===== config.mk =====
export PLATFORM = sky130hd
export DESIGN_NAME = mux_arb_nw
export DESIGN_NICKNAME = d
export VERILOG_FILES = /design/src/rtl/mux_arb_pkg.sv /design/src/rtl/mux_arb_arbiter.sv /design/src/rtl/mux_arb_nw.sv
export SDC_FILE = /design/constraint.sdc
export NUM_CORES = 1
export LEC_CHECK = 0
export ABC_AREA = 0
export CAP_MARGIN = 20
export CORE_MARGIN = 2
export CORE_UTILIZATION = 44
export DETAILED_ROUTE_END_ITERATION = 8
export PLACE_DENSITY = 0.95
export SLEW_MARGIN = 25
export SYNTH_ARGS = -nofsm -noshare
export SYNTH_HDL_FRONTEND = slang
export SYNTH_SLANG_ARGS = --single-unit
export TNS_END_PERCENT = 5

===== constraint.sdc =====
create_clock -name clk -period 10.95 [get_ports clk]
set_input_delay 2.7375 -clock clk [delete_from_list [all_inputs] [get_ports clk]]
set_output_delay 2.7375 -clock clk [all_outputs]
set_load 0.01 [all_outputs]

===== src/rtl/mux_arb_pkg.sv =====
// Shared constants and helpers for the arbitrated multiplexer.
// Imported by the arbiter and the top level.
package mux_arb_pkg;

  localparam int ARB_FIXED = 0;
  localparam int ARB_RR    = 1;

  // Ceiling log2 for flows without $clog2.
  function automatic int clog2(input int n);
    int r;
    r = 0;
    while ((1 << r) < n) r++;
    return r;
  endfunction

endpackage


===== src/rtl/mux_arb_arbiter.sv =====
// Fixed-priority / round-robin arbiter.
// Owns the last_grant pointer; wraps explicitly at NUM_CH-1.
module rr_arbiter
  import mux_arb_pkg::*;
#(
  parameter int NUM_CH   = 4,
  parameter int ARB_MODE = ARB_RR,
  parameter int CH_W     = $clog2(NUM_CH)
) (
  input  logic              clk,
  input  logic              rst_n,
  input  logic [NUM_CH-1:0] req,
  input  logic              advance,
  output logic [NUM_CH-1:0] grant,
  output logic [CH_W-1:0]   grant_idx
);

  logic [CH_W-1:0] last_grant;
  logic [CH_W-1:0] sel;
  logic            found;
  int              base;
  int              idx;

  // Fixed priority is a scan that always starts after NUM_CH-1.
  always_comb begin
    grant     = '0;
    grant_idx = '0;
    found     = 1'b0;
    idx       = 0;
    sel       = '0;
    base      = (ARB_MODE == ARB_RR) ? int'(last_grant) : NUM_CH - 1;
    for (int k = 1; k <= NUM_CH; k++) begin
      idx = base + k;
      if (idx >= NUM_CH) idx = idx - NUM_CH;
      sel = CH_W'(idx);
      if (!found && req[sel]) begin
        grant[sel] = 1'b1;
        grant_idx  = sel;
        found      = 1'b1;
      end
    end
  end

  always_ff @(posedge clk or negedge rst_n) begin
    if (!rst_n) begin
      last_grant <= CH_W'(NUM_CH - 1);
    end else if (advance && ARB_MODE == ARB_RR) begin
      last_grant <= grant_idx;
    end
  end

endmodule


===== src/rtl/mux_arb_nw.sv =====
// N-channel arbitrated multiplexer with valid/ready handshakes
// and a registered output stage.
module mux_arb_nw
  import mux_arb_pkg::*;
#(
  parameter int WIDTH    = 32,
  parameter int NUM_CH   = 4,
  parameter int ARB_MODE = ARB_RR,
  parameter int CH_W     = $clog2(NUM_CH)
) (
  input  logic                    clk,
  input  logic                    rst_n,
  input  logic [NUM_CH*WIDTH-1:0] in_data,
  input  logic [NUM_CH-1:0]       in_valid,
  output logic [NUM_CH-1:0]       in_ready,
  output logic [WIDTH-1:0]        out_data,
  output logic [CH_W-1:0]         out_ch,
  output logic                    out_valid,
  input  logic                    out_ready
);

  logic              load_en;
  logic              xfer;
  logic [NUM_CH-1:0] grant;
  logic [CH_W-1:0]   grant_idx;
  logic [WIDTH-1:0]  sel_data;

  assign load_en  = ~out_valid | out_ready;
  assign in_ready = grant & {NUM_CH{load_en & rst_n}};
  assign xfer     = |(in_valid & in_ready);

  rr_arbiter #(
    .NUM_CH   (NUM_CH),
    .ARB_MODE (ARB_MODE),
    .CH_W     (CH_W)
  ) u_arb (
    .clk       (clk),
    .rst_n     (rst_n),
    .req       (in_valid),
    .advance   (xfer),
    .grant     (grant),
    .grant_idx (grant_idx)
  );

  // One-hot AND-OR select keeps the mux flat.
  always_comb begin
    sel_data = '0;
    for (int i = 0; i < NUM_CH; i++) begin
      sel_data = sel_data
               | (in_data[i*WIDTH +: WIDTH] & {WIDTH{grant[i]}});
    end
  end

  always_ff @(posedge clk or negedge rst_n) begin
    if (!rst_n) begin
      out_valid <= 1'b0;
      out_data  <= '0;
      out_ch    <= '0;
    end else if (load_en) begin
      if (xfer) begin
        out_valid <= 1'b1;
        out_data  <= sel_data;
        out_ch    <= grant_idx;
      end else begin
        out_valid <= 1'b0;
      end
    end
  end

endmodule


==> results of run 1 <==
synth_stat cells (3+ instances only):
cell       number  share of area, %
nor2_1          8              0.90
clkbuf_1       29               3.2
o31ai_1        99                22
o2111ai_1      32               8.4
buf_6           5               1.7
mux2_4         19               8.5
buf_2           4              0.60
inv_1          41               4.6
mux2_2         11               3.7
mux2i_1         5               1.5
nor3b_1         4              0.90
ha_1            8               3.0
dfrtp_1        35                26
a22o_1          4               1.0
a21oi_1         3              0.45
nor3_1          4              0.60
and3b_1         4               1.0
cell type report:
type,count,area (um2)
clock buffers,6,82.6
inverters,41,154
flip-flops and latches,37,928
clock inverters,2,13.8
well taps,99,124
fillers,538,2110
repair buffers,181,1790
multi-input cells,232,2130
worst paths after layout:
path / from / endpoint / slack (ns)
worst max-delay path: in_valid[1] / in_ready[0] / 2.17
worst min-delay path: out_data[28]$_DFFE_PN0P_ / out_data[28]$_DFFE_PN0P_ / 0.52
worst max register to register: u_arb.last_grant[0]$_DFFE_PN1P_ / out_data[1]$_DFFE_PN0P_ / 6.46
worst min register to register: out_data[28]$_DFFE_PN0P_ / out_data[28]$_DFFE_PN0P_ / 0.52
max in group asynchronous: rst_n / out_data[21]$_DFFE_PN0P_ / 7.82
min in group asynchronous: rst_n / out_data[6]$_DFFE_PN0P_ / 2.57
cells by family after synthesis:
| kind of cell | synth area share [%] |
|---|---|
| compound gates | 36.5 |
| fa+ha+maj | 2.99 |
| buf+inv | 10.3 |
| flops | 27.7 |
| mux | 15.7 |
| simple gates | 6.76 |
power breakdown:
part | total (mW) | internal [mW] | switching, mW
Sequential | 0.267 | 0.212 | 0.0551
Clock | 0.105 | 0.0511 | 0.0541
Combinational | 1.02 | 0.506 | 0.518
per-stage QoR:
stage	utilization, %	setup slack (ns)	total power, mW
floorplan	-	3.59	0.934
global placement	69.8	2.32	1.24
detailed placement	69.8	2.20	1.28
CTS	71.1	2.19	1.39
global route	71.3	2.05	1.48
finish	71.3	2.17	1.40
layer usage:
metal | GRT usage [%] | share of wire (%) | up-vias | wire, um
li1 | - | - | 1676 | -
met1 | 36.3 | 37 | 1764 | 4750
met2 | 51.1 | 49 | 299 | 6230
met3 | 8.30 | 11 | 51 | 1370
met4 | 9.34 | 3.5 | 0 | 450
met5 | 0 | 0 | - | 0
state kept, by name, indices dropped and copies added (netlist names):
register          count
out_ch                2
u_arb.last_grant      2
out_data             32
out_valid             1
worst max-delay path, cell delays in order:
cell and delay [ns]:
clkdlybuf4s50_1 0.60, mux4_2 0.69, nor2b_4 0.20, a22o_1 0.48, nor3_2 0.74, nor2_1 0.09, clkdlybuf4s50_1 0.51
==> results by group, run 1 <==
Status
  • Status: completed

Global routing
  • Initial antenna violation count: 0
  • Vias in the first global route: between 3000 and 4000
  • Largest net degree at the start of global routing: 39
  • First-pass GRT wire length: between 15000 and 20000 um
  • Gr ovfl total: 0
  • GR Util All Layers: 29.8%

Synthesis
  • Seq cells post-synth: 37
  • FFs w/ async S/R, synth: between 90% and 100%
  • Yosys warnings: 0
  • Synth unique cells: 40
  • Synthesized cell area: roughly 3300 um2
  • Sequential area share after synthesis: 27.7%
  • Syn Inst Count: 350
  • Post-synth EDFFs: 0
  • Synth Net Count: about 500
  • Ys flop type: dfrtp_1
  • Syn avg cell area: approximately 9.6 um2

Clock network
  • CTS tree: done
  • Post-CTS Resized: 0
  • H-tree level count: 2
  • CTS Root Cell: clkbuf_8
  • Max Root-Sink Buffers: 2
  • CTS clk-pin slew, worst paths: around 0.080 ns
  • Worst-Skew Late Latency: around 0.3 ns
  • Post-CTS setup buffer count: 0
  • Cts hold-fix bufs: 0
  • CTS Sinks: 37
  • CTS Buf Count: 5

STA
  • Final min period: between 8 and 9 ns
  • Minimum hold slack: ~0.52 ns
  • Setup TNS: 0 ns
  • Maximum clock rate: 0.114 GHz
  • Fin. Hold Viols: 0
  • Slew Viols, Final: 0
  • Final Cycle Share: 80.2%
  • Unrepaired setup endpoints after global routing: false
  • Slew HR: approximately a third
  • Clock skew: between 0.01 and 0.015 ns
  • Final setup vio count: 0
  • Worst Tran Pin Value: 1.01 ns

Placed design
  • DP HPWL: a little over 9000 um
  • Routability cong.: 0.953
  • Placed cell areas: between 5000 and 6000 um2
  • Buffers on Ports: roughly 170
  • Dpl cells: around 600

Die
  • Ports: approximately 170
  • Starting Density: between 40 and 50%
  • Die W: around 90 um
  • Die height: a little over 90 um
  • DIE AREA: about 8300 um2
  • Core box area: 7330 um2
  • # rows: 31

Critical path
  • CP endpoint kind: output port
  • Req. time, crit path: 8.21 ns
  • CP arrival: slightly above 6 ns
  • Crit start category: input port
  • Worst Path Max Fanout: 24
  • WS Path Type: input port to output port
  • Reg2reg path depth: 9

Drt
  • Final WL: ~13000 um
  • Routed len/inst: roughly 21 um
  • Vias: around 3800
  • Pre-antenna DRT Iters: 5
  • DR DRC count: 0
  • Drt initial violations: 275
  • DR vias/cell: around 6.3
  • Remaining antenna violation count: 0

Final layout
  • Most frequent cells in the layout: clkdlybuf4s50_1, o31ai_1, inv_1
  • Antenna diodes: 0
  • Area Overhead vs Synth: 56.0%
  • Final Instance Area: between 5000 and 6000 um2
  • Share of layout cells above drive strength 1: between 10 and 15%
  • Final nets: 641
  • Post-route insts no fill: around 600
  • Commonest non-fill, non-tap cell in the layout: clkdlybuf4s50_1

Worst hold path
  • WHS Path Cells: 1
  • Hold crit path type: register to register

Flow run
  • Max Cap Viol: 0

Power and ir drop
  • Leakage: 2.26 nW
  • Peak VDD IR: between 0.15 and 0.2 mV
  • Pwr Density: around 270 nW/um2
Note: power is estimated with default switching activity, not from simulation.
==> run 2: changes to the inputs <==
- CORE_UTILIZATION: 44 -> 37
- PLACE_DENSITY: 0.95 -> 0.89
- clock period: 10.95 -> 7.15 ns (I/O delays scaled with it)
==> run 2 against run 1 <==
Global-route usage decreased by 4.0 points. Worst setup slack got worse by 1.7 ns. Sequential share of layout area decreased by 0.21 points. Worst hold slack worse by 0.020 ns. Core utilization down 11 points.
==> results by group, run 2 (synthesis results as in run 1) <==
Status
  • Status: completed

Worst hold path
  • Hold crit path type: register to register
  • WHS Path Cells: 1 (unchanged)

STA
  • Slew Viols, Final: 0 (unchanged)
  • Setup TNS: 0 ns (unchanged)
  • Setup WS post-layout: 0.423 ns (-1.75 ns)
  • Clock skew: 0.0120 ns (+0.00189 ns)
  • Final min period: 6.73 ns
  • Final setup vio count: 0 (unchanged)
  • Slew HR: 31.8% (-0.74 points)
  • Fin. Hold Viols: 0 (unchanged)
  • Maximum clock rate: between 0.1 and 0.15 GHz
  • Final Cycle Share: between 90% and 100%
  • Worst Tran Pin Value: 1.02 ns (+0.00769 ns)
  • Unrepaired setup endpoints after global routing: false

Die
  • # rows: 34 (+9.7%)
  • Starting Density: 38.2% (-7.5 points)
  • Core box area: 8760 um2 (+20%)
  • Die height: 99.1 um (+8.7%)
  • Die W: 99.1 um (+8.7%)
  • Ports: 174 (unchanged)
  • DIE AREA: 9830 um2 (+18%)

Critical path
  • Crit start category: input port
  • Worst-path cell chain: clkdlybuf4s50_1, nor3b_1, o21ai_1, a21boi_2, nor3_2, buf_4, nor2_1, clkdlybuf4s50_1
  • CP endpoint kind: output port
  • Crit-path slowest cell: a21boi_2
  • R2r setup slk: 2.61 ns (-3.85 ns)
  • CP arrival: 4.94 ns (-1.10 ns)
  • Crit path capture: in_ready[3]
  • Crit Reg-Reg Startpoint: u_arb.last_grant[0]$_DFFE_PN1P_
  • Max incr delay on CP: 0.85 ns (+0.11 ns)
  • CP Depth: 8 (+1)
  • Worst path bufs/invs: 3 (+1)
  • Worst path top cell family by delay: buffers and inverters
  • Critical R2R Capture: out_data[11]$_DFFE_PN0P_
  • Req. time, crit path: 5.36 ns (-2.85 ns)
  • Reg2reg path depth: 10 (+1)
  • CP dominant cell by count: clkdlybuf4s50_1
  • WS Path Type: input port to output port
  • Crit. Startpoint: in_valid[1]
  • Worst Path Max Fanout: 20 (-17%)

Clock network
  • CTS Buf Count: 5 (unchanged)
  • CTS Sinks: 37 (unchanged)
  • Post-CTS Resized: 0 (unchanged)
  • CTS clk-pin slew, worst paths: 0.07 ns (about the same)
  • Worst-Skew Late Latency: 0.29 ns (about the same)
  • CTS tree: done
  • Post-CTS setup buffer count: 0 (unchanged)
  • Cts hold-fix bufs: 0 (unchanged)
  • CTS Root Cell: clkbuf_8
  • H-tree level count: 2 (unchanged)
  • Max Root-Sink Buffers: 2 (unchanged)

Power and ir drop
  • Leakage: 2.29 nW (+1.6%)
  • Pwr Density: 415 nW/um2 (+55%)
  • Peak VDD IR: 0.238 mV (+36%)
  • Final Power: 2.19 mW (+57%)

Drt
  • Pre-antenna DRT Iters: 5 (unchanged)
  • Final WL: 13300 um (+4.1%)
  • DR vias/cell: 6.16 (-2.9%)
  • Vias: 3786 (-0.11%)
  • Remaining antenna violation count: 0 (unchanged)
  • Drt initial violations: 182 (-34%)
  • Routed len/inst: 21.7 um (+1.2%)
  • DR DRC count: 0 (unchanged)

Global routing
  • Vias in the first global route: 3933 (+3.6%)
  • Largest net degree at the start of global routing: 38 (-2.6%)
  • GR Util All Layers: 25.8% (-4.0 points)
  • Gr ovfl total: 0 (unchanged)
  • Initial antenna violation count: 0 (unchanged)
  • First-pass GRT wire length: 20100 um (+1.5%)

Final layout
  • Most frequent cells in the layout: clkdlybuf4s50_1, o31ai_1, inv_1
  • Antenna diodes: 0 (unchanged)
  • Final nets: 649 (+1.2%)
  • Max reg flops: 32 (unchanged)
  • Regs by FF count: out_data: 32 flops, out_ch: 2 flops, u_arb.last_grant: 2 flops
  • Area Overhead vs Synth: 57.9%
  • Biggest register: out_data
  • Commonest non-fill, non-tap cell in the layout: clkdlybuf4s50_1
  • Share of layout cells above drive strength 1: 14.6% (+0.77 points)
  • Post-route insts no fill: 615 (+2.8%)

Flow run
  • Max Cap Viol: 0 (unchanged)

Placed design
  • DP HPWL: 9290 um (-0.19%)
  • Dpl cells: 606 (+2.7%)
  • Dpl ws: 0.540 ns (-1.66 ns)
  • Routability cong.: 1.04 (+8.8%)
  • Buffers on Ports: 173 (unchanged)
==> run 2: cell count changes in the layout (fill, tap and decap cells not counted), sizes merged <==
cell  before  now
buf        9   17
==> run 2: layer usage <==
layer / wire (um) / track usage [%] / up-vias
met3: 1620 / 7.38 / 29
li1: - / - / 1700
met2: 6300 / 43.3 / 263
met5: 0 / 0 / -
met4: 304 / 9.38 / 0
met1: 5100 / 31.7 / 1794
==> run 2: through the flow <==
step	hold slack [ns]	instance area, um2	util [%]
final	0.495	5290	60.3
after floorplan	0.529	3350	-
after global routing	0.531	5290	60.3
after global placement	0.471	5190	59.2
after detailed placement	0.479	5190	59.2
after CTS	0.499	5270	60.2
==> run 2: power breakdown <==
part / switching, mW / internal [mW] / total [mW] / leakage, nW
sequential: 0.0812 / 0.325 / 0.406 / 0.450
clock: 0.0799 / 0.0678 / 0.148 / 0.0450
combinational: 0.830 / 0.811 / 1.64 / 1.80
==> run 2: final cells by class <==
| cell class | instances | area, um2 |
|---|---|---|
| flip-flops and latches | 37 | 928 |
| inverters | 41 | 154 |
| fillers | 741 | 3480 |
| multi-input cells | 232 | 2120 |
| clock inverters | 2 | 10.0 |
| clock buffers | 6 | 72.6 |
| repair buffers | 189 | 1870 |
| well taps | 108 | 135 |
==> run 2: worst min path at each step <==
| stage | startpoint | endpoint | slack, ns |
|---|---|---|---|
| after floorplan | out_data[11]$_DFFE_PN0P_ | out_data[11]$_DFFE_PN0P_ | 0.53 |
| after global placement | out_data[30]$_DFFE_PN0P_ | out_data[30]$_DFFE_PN0P_ | 0.47 |
| after detailed placement | out_data[30]$_DFFE_PN0P_ | out_data[30]$_DFFE_PN0P_ | 0.48 |
| after CTS | out_data[30]$_DFFE_PN0P_ | out_data[30]$_DFFE_PN0P_ | 0.50 |
| after global routing | out_data[30]$_DFFE_PN0P_ | out_data[30]$_DFFE_PN0P_ | 0.53 |
| final | out_data[30]$_DFFE_PN0P_ | out_data[30]$_DFFE_PN0P_ | 0.50 |
==> run 3: changes to the inputs <==
- CORE_UTILIZATION: 37 -> 41
- HOLD_SLACK_MARGIN: not set -> 0.06
- PLACE_DENSITY: 0.89 -> 0.93
- SLEW_MARGIN: 25 -> not set
- clock period: 7.15 -> 7.41 ns (I/O delays scaled with it)
==> run 3 against run 2 <==
Clock skew down 0.0035 ns. Final cell count down 1.1%. Count of clock-buffer cells in the layout down 1. Die area is 9.4% lower. Routed wire length up 0.35%. Clock power is 47% higher. Total power decreased by 1.1%. Critical endpoint unchanged. Via count is 0.87% lower. Critical path type unchanged.
==> results by group, run 3 (synthesis results as in run 1) <==
STA
  • Slew Viols, Final: 0 (unchanged)
  • Setup TNS: 0 ns (unchanged)
  • Minimum hold slack: 0.495 ns (-0.000470 ns)
  • Clock skew: 0.00850 ns (-0.00354 ns)
  • Final Cycle Share: ~90%
  • Setup WS post-layout: 0.741 ns (+0.319 ns)
  • Fin. Hold Viols: 0 (unchanged)
  • Final min period: between 6 and 7 ns
  • Final setup vio count: 0 (unchanged)
  • Slew HR: 28.4% (-3.5 points)
  • Maximum clock rate: between 0.1 and 0.15 GHz
  • Unrepaired setup endpoints after global routing: false
  • Worst Tran Pin Value: 1.07 ns (+0.0551 ns)

Drt
  • M1 WL: 5230 um (+2.5%)
  • Final WL: 13400 um (+0.35%)
  • Pre-antenna DRT Iters: 5 (unchanged)
  • Remaining antenna violation count: 0 (unchanged)
  • Vias: 3753 (-0.87%)
  • Met3 Wirelength: 1330 um (-18%)
  • DR vias/cell: 6.17 (+0.27%)
  • WL met2: 6520 um (+3.5%)
  • DR DRC count: 0 (unchanged)
  • Routed len/inst: 22.0 um (+1.5%)
  • Drt initial violations: 274 (+51%)
  • Uppermost layer routed: met4

Critical path
  • Crit start category: input port
  • Worst Path Max Fanout: 20 (unchanged)
  • WS Path Type: input port to output port
  • CP arrival: 4.82 ns (-0.12 ns)
  • R2r setup slk: 2.59 ns (-0.02 ns)
  • Req. time, crit path: 5.56 ns (+0.20 ns)
  • CP endpoint kind: output port

Die
  • Starting Density: 42.9% (+4.7 points)
  • # rows: 32 (-5.9%)
  • Die W: 94.4 um (-4.8%)
  • Core box area: 7810 um2 (-11%)
  • Die height: 94.4 um (-4.8%)
  • Ports: 174 (unchanged)
  • DIE AREA: 8910 um2 (-9.4%)

Clock network
  • Post-CTS Resized: 0 (unchanged)
  • Post-CTS setup buffer count: 0 (unchanged)
  • Worst-Skew Late Latency: 0.30 ns (about the same)
  • Max Root-Sink Buffers: 2 (unchanged)
  • CTS Root Cell: clkbuf_8
  • CTS tree: done
  • CTS Sinks: 37 (unchanged)
  • CTS Buf Count: 5 (unchanged)
  • H-tree level count: 2 (unchanged)
  • CTS clk-pin slew, worst paths: 0.08 ns (about the same)
  • Cts hold-fix bufs: 0 (unchanged)

Global routing
  • First-pass GRT wire length: 20400 um (+1.5%)
  • Initial antenna violation count: 0 (unchanged)
  • Vias in the first global route: 4061 (+3.3%)
  • Gr ovfl total: 0 (unchanged)
  • Largest net degree at the start of global routing: 39 (+2.6%)
  • GR Util All Layers: 29.5% (+3.7 points)

Power and ir drop
  • Pwr Density: 409 nW/um2 (-1.5%)
  • Final Power: 2.17 mW (-1.1%)
  • Leakage: 2.31 nW (+0.56%)
  • Peak VDD IR: 0.210 mV (-12%)

Final layout
  • Regs by FF count: out_data: 32 flops, out_ch: 2 flops, u_arb.last_grant: 2 flops
  • Final Instance Area: 5310 um2 (+0.38%)
  • Filler Cell Count: 618 (-17%)
  • Final nets: 648 (-0.15%)
  • Max reg flops: 32 (unchanged)
  • Most frequent cells in the layout: clkdlybuf4s50_1, o31ai_1, inv_1
  • Antenna diodes: 0 (unchanged)
  • Share of layout cells above drive strength 1: 14.6% (+0.029 points)
  • Area Overhead vs Synth: 58.5%
  • Area of the multi-input gates: 2120 um2 (unchanged)
  • Storage cell area: 928 um2 (unchanged)
  • Commonest non-fill, non-tap cell in the layout: clkdlybuf4s50_1
  • Biggest register: out_data

Placed design
  • Dpl ws: 0.796 ns (+0.255 ns)
  • Placed cell areas: 5170 um2 (-0.39%)
  • Buffers on Ports: 173 (unchanged)
  • DP HPWL: 9290 um (about the same)
  • Routability cong.: 0.905 (-13%)

Status
  • Status: completed

Flow run
  • Max Cap Viol: 0 (unchanged)

Worst hold path
  • Hold crit path type: register to register
[run 3: worst max-delay path, stage by stage]
cell,delay [ns]
clkdlybuf4s50_1,0.59
mux4_2,0.64
nor2b_4,0.20
a22o_1,0.71
nor3_2,0.10
nor2_1,0.14
clkdlybuf4s50_1,0.57
[run 3: final cells by class]
type,instances,area share [%]
Tap cell,102,2.40
Clock buffer,5,1.30
Sequential cell,37,17.5
Timing Repair Buffer,188,34.7
Inverter,41,2.90
Clock inverter,3,1.30
Multi-Input combinational cell,232,40.0
[run 3: power by group]
group          switching, mW  internal [mW]
sequential            0.0773          0.314
clock                 0.0810          0.136
combinational          0.793          0.770
total                  0.951           1.22
[run 3: layer usage]
layer	track usage, %	up-vias
li1	-	1697
met1	33.6	1795
met2	53.7	231
met3	7.26	30
met4	10.4	0
met5	0	-
[run 3: through the flow]
stage	cells	utilization (%)
after floorplan	350	-
after global placement	599	66.1
after detailed placement	600	66.2
after CTS	608	68.0
after global routing	608	68.0
final	608	68.0
[run 3: final timing paths]
| check | start | to | depth (start not counted) |
|---|---|---|---|
| worst max-delay path | in_valid[2] | in_ready[3] | 7 |
| worst min-delay path | out_data[30]$_DFFE_PN0P_ | out_data[30]$_DFFE_PN0P_ | 1 |
| worst max register to register | u_arb.last_grant[0]$_DFFE_PN1P_ | out_data[5]$_DFFE_PN0P_ | 9 |
| worst min register to register | out_data[30]$_DFFE_PN0P_ | out_data[30]$_DFFE_PN0P_ | 1 |
| max in group asynchronous | rst_n | out_data[2]$_DFFE_PN0P_ | 2 |
| min in group asynchronous | rst_n | out_ch[0]$_DFFE_PN0P_ | 2 |
